$ cat config.mk
export PLATFORM = sky130hd
export DESIGN_NAME = mem_arbiter
export DESIGN_NICKNAME = d
export VERILOG_FILES = /design/src/rtl/mem_arbiter.sv
export SDC_FILE = /design/constraint.sdc
export NUM_CORES = 1
export LEC_CHECK = 0
export ABC_AREA = 1
export BUFFER_PORTS_ARGS = -buffer_cell sky130_fd_sc_hd__buf_2
export CAP_MARGIN = 15
export CORE_MARGIN = 5
export CORE_UTILIZATION = 42
export DETAILED_ROUTE_END_ITERATION = 10
export GPL_TIMING_DRIVEN = 0
export HOLD_SLACK_MARGIN = 0.05
export PLACE_DENSITY = 0.78
export SYNTH_ARGS = -nofsm -noshare
export SYNTH_HDL_FRONTEND = slang
export SYNTH_SLANG_ARGS = --single-unit
$ cat constraint.sdc
create_clock -name clk -period 1.48 [get_ports clk]
set_input_delay 0.222 -clock clk [delete_from_list [all_inputs] [get_ports clk]]
set_output_delay 0.222 -clock clk [all_outputs]
set_load 0.02 [all_outputs]
$ cat src/rtl/mem_arbiter.sv
// mem_arbiter: shares the single-port unified instruction/data memory between
// the fetch stage and the memory stage.
//
//  state | meaning
//  ------+--------------------------------------------------------------
//  IDLE  | port idle; data request wins over fetch, latch port regs
//  IACC  | fetch access in progress, port held stable for LATENCY cycles
//  DACC  | load/store access in progress, port held stable
//  RESP  | one-cycle ready pulse for the granted source, then IDLE
//
// Fetch cannot starve: the data side always passes through RESP and IDLE,
// and the memory stage drops its request once the pipeline advances, so a
// waiting fetch is granted in the IDLE cycle that follows.
module mem_arbiter #(
   parameter int ADDR_WIDTH = 32,
   parameter int DATA_WIDTH = 32,
   parameter int LATENCY    = 2
) (
   input  logic                  clk,
   input  logic                  rst_n,
   input  logic                  IReqF,
   input  logic [ADDR_WIDTH-1:0] IAddrF,
   input  logic                  IAbortF,
   output logic [DATA_WIDTH-1:0] InstrF,
   output logic                  IReadyF,
   input  logic                  DReqM,
   input  logic                  DWEM,
   input  logic [ADDR_WIDTH-1:0] DAddrM,
   input  logic [DATA_WIDTH-1:0] DWDataM,
   output logic [DATA_WIDTH-1:0] DRDataM,
   output logic                  DReadyM,
   output logic                  MemEn,
   output logic                  MemWE,
   output logic [ADDR_WIDTH-1:0] MemAddr,
   output logic [DATA_WIDTH-1:0] MemWData,
   input  logic [DATA_WIDTH-1:0] MemRData,
   output logic                  StallFetch,
   output logic                  StallMem
);

   localparam int CW = $clog2(LATENCY + 1);
   localparam logic [CW-1:0] CNT_LOAD = CW'(LATENCY - 1);

   typedef enum logic [1:0] {
      S_IDLE = 2'd0,
      S_IACC = 2'd1,
      S_DACC = 2'd2,
      S_RESP = 2'd3
   } state_t;

   state_t                state_q,  state_d;
   logic [CW-1:0]         cnt_q,    cnt_d;
   logic                  src_d_q,  src_d_d;   // granted source: 1 = data
   logic                  kill_q,   kill_d;
   logic [ADDR_WIDTH-1:0] addr_q,   addr_d;
   logic                  we_q,     we_d;
   logic [DATA_WIDTH-1:0] wdata_q,  wdata_d;
   logic [DATA_WIDTH-1:0] instr_q,  instr_d;
   logic [DATA_WIDTH-1:0] drdata_q, drdata_d;

   logic fetch_owned;
   logic kill_now;

   // An abort raised in the current cycle must already block the capture
   // and the ready pulse, not only from the next cycle on.
   assign fetch_owned = (state_q == S_IACC) || ((state_q == S_RESP) && !src_d_q);
   assign kill_now    = kill_q || (IAbortF && fetch_owned);

   // State and port/datapath registers, synchronous active-low reset.
   always_ff @(posedge clk) begin
      if (!rst_n) begin
         state_q  <= S_IDLE;
         cnt_q    <= '0;
         src_d_q  <= 1'b0;
         kill_q   <= 1'b0;
         addr_q   <= '0;
         we_q     <= 1'b0;
         wdata_q  <= '0;
         instr_q  <= '0;
         drdata_q <= '0;
      end else begin
         state_q  <= state_d;
         cnt_q    <= cnt_d;
         src_d_q  <= src_d_d;
         kill_q   <= kill_d;
         addr_q   <= addr_d;
         we_q     <= we_d;
         wdata_q  <= wdata_d;
         instr_q  <= instr_d;
         drdata_q <= drdata_d;
      end
   end

   // Next-state logic: grant, access countdown, read-data capture, abort.
   always_comb begin
      state_d  = state_q;
      cnt_d    = cnt_q;
      src_d_d  = src_d_q;
      kill_d   = kill_q;
      addr_d   = addr_q;
      we_d     = we_q;
      wdata_d  = wdata_q;
      instr_d  = instr_q;
      drdata_d = drdata_q;

      unique case (state_q)
         S_IDLE: begin
            kill_d = 1'b0;
            if (DReqM) begin
               state_d = S_DACC;
               src_d_d = 1'b1;
               addr_d  = DAddrM;
               we_d    = DWEM;
               wdata_d = DWDataM;
               cnt_d   = CNT_LOAD;
            end else if (IReqF) begin
               state_d = S_IACC;
               src_d_d = 1'b0;
               addr_d  = IAddrF;
               we_d    = 1'b0;
               wdata_d = '0;
               cnt_d   = CNT_LOAD;
            end
         end

         S_IACC: begin
            kill_d = kill_now;
            if (cnt_q == '0) begin
               if (!kill_now) begin
                  instr_d = MemRData;
               end
               state_d = S_RESP;
            end else begin
               cnt_d = cnt_q - CW'(1);
            end
         end

         S_DACC: begin
            if (cnt_q == '0) begin
               if (!we_q) begin
                  drdata_d = MemRData;
               end
               state_d = S_RESP;
            end else begin
               cnt_d = cnt_q - CW'(1);
            end
         end

         S_RESP: begin
            kill_d  = 1'b0;
            state_d = S_IDLE;
         end

         default: begin
            state_d = S_IDLE;
         end
      endcase
   end

   // Outputs decoded from the state and the latched port registers.
   always_comb begin
      MemEn    = (state_q == S_IACC) || (state_q == S_DACC);
      MemWE    = (state_q == S_DACC) && we_q;
      MemAddr  = addr_q;
      MemWData = wdata_q;
      IReadyF  = (state_q == S_RESP) && !src_d_q && !kill_now;
      DReadyM  = (state_q == S_RESP) && src_d_q;
      InstrF   = instr_q;
      DRDataM  = drdata_q;
   end

   assign StallFetch = IReqF & ~IReadyF;
   assign StallMem   = DReqM & ~DReadyM;

endmodule

# Word-level counts from Yosys, hierarchy flattened
# Cells that the tools add are included.
# totals
mem_count	0
ff_bits	135
ramBits	0
latchBits	0
word_cells	59
romBits	0
# classes
n_reduce_logical	22
n_lt_le_gt_ge	0
n_eq_ne	6
n_mul	0
n_div	0
addsub	1
bitwise_logic	6
muxes	15
n_shift	0
# ops
cell	count
32-bit 2-to-1 mux	4
2-bit 2-to-1 mux	5
3-bit AND reduction	3
2-bit one-hot mux with 3 select lines	1
2-bit nonzero test	3
1-bit logical AND	5
2-bit equality test, second input constant	2
2-bit zero test	2
1-bit inverter	4
2-bit one-hot mux with 2 select lines	1
2-bit AND reduction	2
2-bit OR reduction	2
1-bit logical OR	3
1-bit 2-to-1 mux	3
3-bit != test, second input constant	1
1-bit AND	2
2-bit by 1-bit equality test with 1-bit output, second input constant	1
1-bit zero test	2
2-bit by 1-bit != test with 1-bit output, second input constant	1
2-bit != test, second input constant	1
1-bit one-hot mux with 2 select lines	1
2-bit by 1-bit subtractor with 2-bit output, second input constant	1

# Depth between registers and ports, before layout
# Gate-level depths: netlist (run 1).
# logic_depth
word_depth	9
ltp_mapped	8
mapped_depth_nobuf	8

# Worst setup path after synthesis (run 1)
# OpenSTA, ideal clock, no wires.
# synth_timing
kind	register to register
start	register state_q[1]
end	register state_q[0]
setup_time_ns	0.113
synth_period_minus_slack_ns	1.377
path_buffers	0
t_arrival_ns	1.264
stages_incl_launch_ff	8
path_slack_ns	0.103
required_ns	1.367
cell_sequence	dfxtp_1 > inv_1 > ha_1 > nand2_1 > nand2_1 > nand2_1 > nand2_1 > nor2_1
# synth_via
elab_chain_cells	4
# synth_rtl
item	line	text
from (decl)	51	state_t state_q, state_d;
from (signal assigned)	82	state_q <= state_d;
2-bit by 1-bit equality test with 1-bit output or 2-bit equality test (tied branches)	106	unique case (state_q)
2-bit OR reduction (no source line)	n/a	
2-bit by 1-bit != test with 1-bit output (no source line)	n/a	
2-bit AND reduction (no source line)	n/a	
# Several ways; a longest one is shown, not always the timed one.
# A chain may end at the register's enable or synchronous reset.

# Worst setup path in the final report (run 1)
# layout_timing
start	register state_q[1]
end	output port StallFetch
# layout_via
elab_chain_cells	9
# layout_rtl
item	line	text
2-bit equality test	66, 166	
1-bit logical AND	66, 166	
1-bit logical OR	66	assign fetch_owned = (state_q == S_IACC) || ((state_q == S_RESP) && !src_d_q);
1-bit logical AND	67	assign kill_now = kill_q || (IAbortF && fetch_owned);
1-bit logical OR	67	
1-bit zero test	166	IReadyF = (state_q == S_RESP) && !src_d_q && !kill_now;
1-bit logical AND (*)	166	
1-bit inverter (*)	172	assign StallFetch = IReqF & ~IReadyF;
1-bit AND (*)	172	
to (decl)	37	output logic StallFetch,
# Every way passes the cells marked *; elsewhere a longest branch is shown, timed or not.

==> results of run 1 <==
## final timing paths
path                            depth (start not counted)  slack [ns]      endpoint
worst max register to register                          7       -0.08    InstrF[22]
worst min register to register                          2        0.46  MemWData[29]
worst min-delay path                                    3        0.06   DRDataM[21]
worst max-delay path                                    9       -0.21    StallFetch
## synthesized netlist by cell type
cell,instances
nand2_1,314
nor2_1,202
dfxtp_1,135
inv_1,83
a21oi_1,37
o21ai_0,34
clkbuf_1,23
buf_2,19
ha_1,7
buf_6,2
clkinv_1,2
nand3_1,2
buf_1,1
buf_4,1
nand4_2,1
o211ai_1,1
o21ai_4,1
## sequential cells by signal (all words and copies together), names as in the netlist
register,cells
InstrF,32
we_q,1
src_d_q,1
state_q,2
cnt_q,2
MemAddr,32
MemWData,32
DRDataM,32
kill_q,1
## through the flow
| stage | TNS, ns | std cells | hold WS (ns) | area [um2] | worst slack, ns |
|---|---|---|---|---|---|
| final | -2.03 | 1394 | 0.0633 | 8710 | -0.212 |
| after CTS | -3.92 | 1389 | 0.0504 | 8570 | -0.237 |
| after global placement | -24.80 | 1307 | 0.446 | 7210 | -0.612 |
| after detailed placement | -25.11 | 1307 | 0.449 | 7210 | -0.632 |
| after floorplan | 0 | 865 | 0.357 | 5660 | 0.103 |
| after global routing | -8.71 | 1394 | 0.0453 | 8710 | -0.278 |
## layer usage
layer	vias to the layer above	part of all wire
li1	3253	-
met1	2829	0.40
met2	236	0.49
met3	34	0.086
met4	0	0.022
met5	-	0
## power by group through the flow
stage / Clock, W / Sequential [W] / Combinational, W
6_report: 0.00504 / 0.00504 / 0.00690
5_1_grt: 0.00530 / 0.00514 / 0.00759
4_1_cts: 0.00510 / 0.00502 / 0.00647
3_5_place_dp: 0 / 0.00503 / 0.00587
3_3_place_gp: 0 / 0.00500 / 0.00580
2_1_floorplan: 0 / 0.00605 / 0.00291
## final cells by class
| type | instances | area [um2] |
|---|---|---|
| clock buffer | 20 | 467 |
| inverter | 85 | 330 |
| sequential | 135 | 2710 |
| tap | 176 | 220 |
| timing repair buffer | 322 | 1900 |
| multi-input combinational | 599 | 2530 |
| clock inverter | 12 | 245 |
| fill | 1156 | 4530 |
| buffer | 45 | 310 |
## placed cells by master, fill, tap and decap left out, drive strengths merged
cell         count
a21oi           37
buf            306
bufinv           7
clkbuf          39
clkinv           6
clkinvlp         1
dfxtp          135
dlygate4sd3     42
ha               7
inv             83
nand2          314
nand3            2
nand4            1
nor2           202
o211ai           1
o21ai           35
## cell families after synthesis
kind of cell / synth area share
AO/OA/AOI/OAI: 0.0669
adder cells (fa/ha/maj): 0.0155
buffers and inverters: 0.0943
flip-flops: 0.477
AND/OR/NAND/NOR: 0.346
## worst min-delay path, delay by kind of cell
kind                   cells  cell delay, ns
and+or+nand+nor            2            0.12
buffers and inverters      1            0.10
## timing repair
action                                  CTS  global route
buffers inserted                          9             2
hold buffers                             41             1
endpoints found under the setup margin  108           122
pin swaps                                 7             9
hold endpoints to repair                 56             1
cloned                                    0             3
resized for setup                        61            55
==> results.sh, run 1 <==
export IMPL_final_core_util=0.658
export IMPL_drive_gt1_frac=0.307
export IMPL_yosys_area_top_type_share=0.477
export IMPL_power_switching_w=0.00634
export IMPL_die_x_um=126
export IMPL_antenna_found_initial=0
export IMPL_start_util=0.428
export IMPL_power_frac_seq=0.297
export IMPL_peakVddDrop_mv=1.04
export IMPL_switching_share=0.373
export IMPL_power_leakage_nw=4.84
export IMPL_met3_usage=0.0800
export IMPL_startpoint="state_q[1]"
export IMPL_p_comb_frac=0.406
export IMPL_vias=6352
export IMPL_violations="setup timing"
export IMPL_max_slew_margin_rel=0.620
export IMPL_grt_pass1_vias=6103
export IMPL_synth_area_top_cells="dfxtp_1 48%, nand2_1 21%, nor2_1 13%"
export IMPL_gr_usage_met2=0.397
export IMPL_antenna_cells=0
export IMPL_met1_usage=0.247
export IMPL_io_pins=268
export IMPL_syn_avg_cell_area_um2=6.55
export IMPL_startpoint_type="register"
export IMPL_cp_num_buf_inv=4
export IMPL_grt_busiest_layer="met2"
export IMPL_p_int_w=0.0106
export IMPL_cts_sinks=135
export IMPL_r2r_start="state_q[1]"
export IMPL_holdCritStartpoint="MemRData[21]"
export IMPL_required_ns=1.26
export IMPL_crit_top_cell="nand2_2"
export IMPL_cts_clk_slew_worst_paths_ns=0.06
export IMPL_total_power_w=0.0170
export IMPL_layout_nets=1346
export IMPL_drt_pass1_iter_count=5
export IMPL_status="complete, but fails checks"
export IMPL_finalCritPeriodShare=1.14
export IMPL_gp_congestion=0.809
export IMPL_clkLatencyLatePin_ns=0.41
export IMPL_dp_hpwl_um=13100
export IMPL_grt_max_degree=17
export IMPL_die_y_um=126
export IMPL_coreArea_mm2=0.0132
export IMPL_worst_slack_ns=-0.212
export IMPL_crit_slowest_cell="dfxtp_4"
export IMPL_cap_violations=0
export IMPL_netlist_area_mm2=0.00566
export IMPL_portBuffers=266
export IMPL_synth_largest_area_cell="dfxtp_1"
export IMPL_wl_per_cell_um=13.5
export IMPL_worst_pin_slew_ns=0.570
export IMPL_grt_overflow=0
export IMPL_period_needed_ns=1.69
export IMPL_skew_ns=0.00906
export IMPL_wirelength_um=18800
export IMPL_syn_nets=1006
export IMPL_cts_made_buffers=17
export IMPL_ys_warn_count=0
export IMPL_ys_types=17
export IMPL_fmax_mhz=591
export IMPL_cts_root_buf="clkbuf_16"
export IMPL_cts_tree="yes"
export IMPL_htreeDepth=4
export IMPL_rsz0062_at_grt="true"
export IMPL_grt_total_usage=0.227
export IMPL_slowest_delay_ns=0.38
export IMPL_hold_viol=0
export IMPL_path_class="reg2out"
export IMPL_area_growth_pct=53.9
export IMPL_crit_chain="inv_4 -> ha_4 -> inv_2 -> nand2_2 -> nand2_2 -> nand3_2 -> nand2_2 -> inv_2 -> buf_6"
export IMPL_cts_max_path_buffers=2
export IMPL_synthCells=865
export IMPL_grt_pass1_wl_um=29200
export IMPL_power_density_mw_per_mm2=1950
export IMPL_ys_seq_area_frac=0.477
export IMPL_path_delay_family="flip-flops"
export IMPL_fp_row_count=42
export IMPL_ant_nets=0
export IMPL_clkPwrFrac=0.297
export IMPL_die_area_mm2=0.0159
export IMPL_arrival_ns=1.47
export IMPL_hold_path_class="in2reg"
export IMPL_drt_iter0_drc=269
export IMPL_critical_path_peak_fanout=4
export IMPL_end_kind="output pin"
export IMPL_setup_violations_final=49
export IMPL_viasPerCell=4.56
export IMPL_drv_slew=0
export IMPL_drc=0
export IMPL_ys_ff_latch=135
No activity file was read; power rests on OpenSTA's default activity.
==> inputs of run 2 (changes only) <==
==> constraint.sdc (replaced) <==
create_clock -name clk -period 1.48 [get_ports clk]
set_input_delay 0.37 -clock clk [delete_from_list [all_inputs] [get_ports clk]]
set_output_delay 0.37 -clock clk [all_outputs]
set_load 0.02 [all_outputs]
==> results.sh, run 2 (synthesis gave the netlist of run 1 again) <==
export IMPL_grt_pass1_wl_um=27600
export IMPL_ant_nets=0
export IMPL_cp_num_buf_inv=8
export IMPL_reg2reg_setup_slack_ns=-0.39
export IMPL_worst_slack_ns=-0.394
export IMPL_pre_cts_ws_ns=-0.341
export IMPL_portBuffers=266
export IMPL_layout_commonest_cell="nand2_1"
export IMPL_startpoint="state_q[1]"
export IMPL_grt_pass1_vias=5767
export IMPL_period_needed_ns=1.87
export IMPL_cts_made_buffers=17
export IMPL_required_ns=1.83
export IMPL_total_power_w=0.0156
export IMPL_antenna_found_initial=1
export IMPL_wirelength_um=17700
export IMPL_placed_cell_area_mm2=0.00722
export IMPL_peakVddDrop_mv=1.02
export IMPL_area_growth_pct=42.9
export IMPL_vias=6076
export IMPL_die_y_um=126
export IMPL_hold_path_class="in2reg"
export IMPL_critical_path_peak_fanout=3
export IMPL_crit_cells=13
export IMPL_finalCritPeriodShare=1.27
export IMPL_multi_input_area_mm2=0.00250
export IMPL_cts_sinks=135
export IMPL_fp_row_count=42
export IMPL_die_area_mm2=0.0159
export IMPL_power_leakage_nw=4.58
export IMPL_crit_slowest_cell="dfxtp_4"
export IMPL_drive_gt1_frac=0.307
export IMPL_power_density_mw_per_mm2=1930
export IMPL_drc=0
export IMPL_drv_slew=0
export IMPL_critPathCapture="kill_q"
export IMPL_rsz0062_at_grt="true"
export IMPL_crit_top_cell="buf_4"
export IMPL_gp_congestion=0.848
export IMPL_path_class="reg2reg"
export IMPL_setup_violations_final=71
export IMPL_grt_overflow=0
export IMPL_r2r_end="kill_q"
export IMPL_grt_total_usage=0.213
export IMPL_cts_tree="yes"
export IMPL_final_core_util=0.611
export IMPL_startpoint_type="register"
export IMPL_arrival_ns=2.22
export IMPL_hold_viol=0
export IMPL_worst_pin_slew_ns=0.581
export IMPL_r2r_start="state_q[1]"
export IMPL_path_delay_family="buffers and inverters"
export IMPL_max_slew_margin_rel=0.613
export IMPL_end_kind="register"
export IMPL_cap_violations=0
export IMPL_drt_iter0_drc=311
export IMPL_reg2reg_depth=13
export IMPL_antenna_cells=0
export IMPL_htreeDepth=4
export IMPL_layout_common_cells="310 x nand2_1, 273 x buf_2, 200 x nor2_1"
export IMPL_cts_root_buf="clkbuf_16"
export IMPL_drt_pass1_iter_count=4
export IMPL_status="complete, but fails checks"
export IMPL_coreArea_mm2=0.0132
export IMPL_fin_area_mm2=0.00809
export IMPL_skew_ns=0.00555
export IMPL_sequential_cell_area_mm2=0.00271
export IMPL_die_x_um=126
export IMPL_start_util=0.428
export IMPL_fmax_mhz=534
export IMPL_cts_max_path_buffers=2
export IMPL_violations="setup timing"
export IMPL_layout_nets=1306
export IMPL_slowest_delay_ns=0.38
export IMPL_io_pins=268
export IMPL_dp_hpwl_um=13100
export IMPL_nFillCells=1237
export IMPL_wl_per_cell_um=13.1
export IMPL_viasPerCell=4.49
export IMPL_crit_chain="ha_4 -> nand2_2 -> nand2_2 -> nand2_2 -> buf_4 -> buf_4 -> buf_4 -> buf_4 -> buf_4 -> buf_4 -> buf_4 -> buf_4 -> a21oi_2"
export IMPL_grt_max_degree=17
export IMPL_clkLatencyLatePin_ns=0.41
export IMPL_cts_clk_slew_worst_paths_ns=0.06
## run 2: worst min-delay path by stage
stage | slack, ns | cells after the start | start | to
global placement | 0.45 | 2 | MemWData[26] | MemWData[26]
finish | 0.19 | 3 | MemRData[10] | InstrF[10]
floorplan | 0.44 | 2 | cnt_q[0] | cnt_q[0]
global route | 0.18 | 3 | MemRData[14] | DRDataM[14]
CTS | 0.18 | 3 | MemRData[17] | InstrF[17]
detailed placement | 0.45 | 2 | MemWData[1] | MemWData[1]
## run 2: what timing repair did
item / CTS / global route
resized for setup: 50 / 15
hold buffers: 0 / 0
setup buffers: 13 / 1
endpoints found under the setup margin: 121 / 128
pin swaps: 5 / 6
cloned: 0 / 1
## run 2: routing by layer
layer | up-vias | global-route usage | part of all wire
met3 | 19 | 0.0927 | 0.099
met5 | - | 0 | 0.00074
met2 | 199 | 0.377 | 0.49
met4 | 2 | 0.0587 | 0.012
met1 | 2685 | 0.232 | 0.40
li1 | 3171 | - | -
## run 2: worst min-delay path, cell delays in order
cell	delay, ns
buf_2	0.09
nor2_1	0.04
nor2_1	0.08
## run 2: per-stage QoR
| step | cells | TNS, ns | hold slack [ns] |
|---|---|---|---|
| floorplan | 865 | 0 | 0.437 |
| global placement | 1307 | -18.10 | 0.445 |
| detailed placement | 1307 | -21.05 | 0.450 |
| CTS | 1351 | -7.41 | 0.178 |
| global route | 1353 | -19.52 | 0.185 |
| finish | 1353 | -7.89 | 0.194 |
## run 2: where the power goes
group	total, W	internal (W)	switching [W]
clock network	0.00419	0.00269	0.00151
logic	0.00640	0.00233	0.00407
registers	0.00503	0.00457	0.000463
## run 2: layout make-up
class	count	area share
flip-flops and latches	135	0.335
clock buffers	24	0.0620
clock inverters	7	0.0114
inverters	85	0.0407
well taps	176	0.0272
multi-input cells	599	0.309
repair buffers	281	0.182
plain buffers	46	0.0332
==> inputs of run 3 (changes only) <==
--- a/config.mk
+++ b/config.mk
@@ -17,3 +17,4 @@
 export SYNTH_ARGS = -nofsm -noshare
 export SYNTH_HDL_FRONTEND = slang
 export SYNTH_SLANG_ARGS = --single-unit
+export TNS_END_PERCENT = 30
==> results.sh, run 3 (synthesis gave the netlist of run 1 again) <==
export IMPL_drt_pass1_iter_count=4
export IMPL_peakVddDrop_mv=1.01
export IMPL_grt_max_degree=17
export IMPL_crit_top_cell="buf_4"
export IMPL_fmax_mhz=534
export IMPL_rsz0062_at_grt="true"
export IMPL_layout_common_cells="310 x nand2_1, 274 x buf_2, 200 x nor2_1"
export IMPL_cts_root_buf="clkbuf_16"
export IMPL_dp_cells=1307
export IMPL_setup_violations_final=71
export IMPL_fp_row_count=42
export IMPL_total_power_w=0.0156
export IMPL_finalSetupTns_ns=-7.79
export IMPL_final_cells=1351
export IMPL_grt_pass1_wl_um=27600
export IMPL_grt_pass1_vias=5767
export IMPL_power_frac_seq=0.323
export IMPL_crit_chain="ha_4 -> nand2_2 -> nand2_2 -> nand2_2 -> buf_4 -> buf_4 -> buf_4 -> buf_4 -> buf_4 -> buf_4 -> buf_4 -> buf_4 -> a21oi_2"
export IMPL_cts_sinks=135
export IMPL_portBuffers=266
export IMPL_gp_congestion=0.848
export IMPL_startpoint_type="register"
export IMPL_cap_violations=0
export IMPL_final_core_util=0.610
export IMPL_finalCritPeriodShare=1.27
export IMPL_skew_ns=0.00613
export IMPL_power_density_mw_per_mm2=1930
export IMPL_antenna_cells=0
export IMPL_die_area_mm2=0.0159
export IMPL_pre_cts_ws_ns=-0.341
export IMPL_nFillCells=1239
export IMPL_drv_slew=0
export IMPL_grt_total_usage=0.213
export IMPL_critical_path_peak_fanout=3
export IMPL_cts_max_path_buffers=2
export IMPL_required_ns=1.83
export IMPL_slowest_delay_ns=0.38
export IMPL_io_pins=268
export IMPL_crit_slowest_cell="dfxtp_4"
export IMPL_p_comb_frac=0.407
export IMPL_die_y_um=126
export IMPL_coreArea_mm2=0.0132
export IMPL_period_needed_ns=1.87
export IMPL_viasPerCell=4.51
export IMPL_ant_nets=0
export IMPL_max_slew_margin_rel=0.617
export IMPL_path_class="reg2reg"
export IMPL_wl_per_cell_um=13.0
export IMPL_path_delay_family="buffers and inverters"
export IMPL_p_int_w=0.00954
export IMPL_cts_tree="yes"
export IMPL_switching_share=0.387
export IMPL_dp_hpwl_um=13100
export IMPL_start_util=0.428
export IMPL_drc=0
export IMPL_cts_clk_slew_worst_paths_ns=0.06
export IMPL_antenna_found_initial=1
export IMPL_worst_slack_ns=-0.394
export IMPL_grt_overflow=0
export IMPL_wirelength_um=17600
export IMPL_end_kind="register"
export IMPL_drive_gt1_frac=0.306
export IMPL_power_leakage_nw=4.57
export IMPL_cp_num_buf_inv=8
export IMPL_status="complete, but fails checks"
export IMPL_power_switching_w=0.00603
export IMPL_die_x_um=126
export IMPL_htreeDepth=4
export IMPL_arrival_ns=2.22
export IMPL_cts_made_buffers=17
export IMPL_cts_hold_fix_buffers=0
export IMPL_area_growth_pct=42.6
export IMPL_drt_iter0_drc=268
export IMPL_clkLatencyLatePin_ns=0.41
export IMPL_hold_viol=0
export IMPL_vias=6092
export IMPL_hold_path_class="in2reg"
export IMPL_clkPwrFrac=0.270
export IMPL_layout_commonest_cell="nand2_1"
export IMPL_violations="setup timing"
export IMPL_worst_pin_slew_ns=0.574
export IMPL_layout_nets=1304
[run 3: changes by cell type in the layout (fill, tap and decap cells not counted)]
cell	previous run	this run
clkbuf_4	8	9
buf_6	9	7
buf_8	0	1
buf_2	273	274
buf_4	19	16
[run 3: timing repair]
item                                    in CTS  in global routing
endpoints found under the setup margin     121                128
pin swaps                                    5                  6
setup buffers                               13                  0
gates resized for setup                     50                 10
[run 3: layout make-up]
class / count / area, um2 / area share
clock buffer: 24 / 502 / 0.0621
inverter: 85 / 329 / 0.0407
clock inverter: 7 / 92.6 / 0.0115
buffer: 46 / 264 / 0.0327
multi-input combinational: 599 / 2500 / 0.309
tap: 176 / 220 / 0.0273
timing repair buffer: 279 / 1460 / 0.181
sequential: 135 / 2710 / 0.336
[run 3: path summary, 6_finish.rpt]
path	start	endpoint	slack (ns)	cells past startpoint
worst min-delay path	MemRData[17]	InstrF[17]	0.19	3
worst max-delay path	state_q[1]	kill_q	-0.39	13
worst min register to register	MemWData[1]	MemWData[1]	0.46	2
worst max register to register	state_q[1]	kill_q	-0.39	13
[run 3: power groups by stage]
stage / clock, W / combinational (W) / sequential [W]
after detailed placement: 0 / 0.00582 / 0.00505
after CTS: 0.00428 / 0.00627 / 0.00503
after global routing: 0.00444 / 0.00701 / 0.00514
final: 0.00420 / 0.00634 / 0.00503
after global placement: 0 / 0.00575 / 0.00500
after floorplan: 0 / 0.00291 / 0.00605
[run 3: worst register-to-register path: stages, from the launching register on]
cell,delay [ns]
dfxtp_4,0.38
ha_4,0.15
nand2_2,0.06
nand2_2,0.07
nand2_2,0.06
buf_4,0.13
buf_4,0.12
buf_4,0.12
buf_4,0.12
buf_4,0.12
buf_4,0.12
buf_4,0.12
buf_4,0.12
a21oi_2,0.10
[run 3: metrics by stage]
step,hold slack [ns],instance area [um2]
floorplan,0.437,5670
global placement,0.445,7220
detailed placement,0.450,7220
CTS,0.178,8050
global route,0.185,8080
finish,0.192,8080
[run 3: metal layers]
metal | vias to the layer above | track usage | share of wire
met4 | 2 | 0.0587 | 0.014
met2 | 219 | 0.377 | 0.49
met1 | 2677 | 0.232 | 0.40
met3 | 28 | 0.0927 | 0.10
met5 | - | 0 | 0.00074
li1 | 3166 | - | -
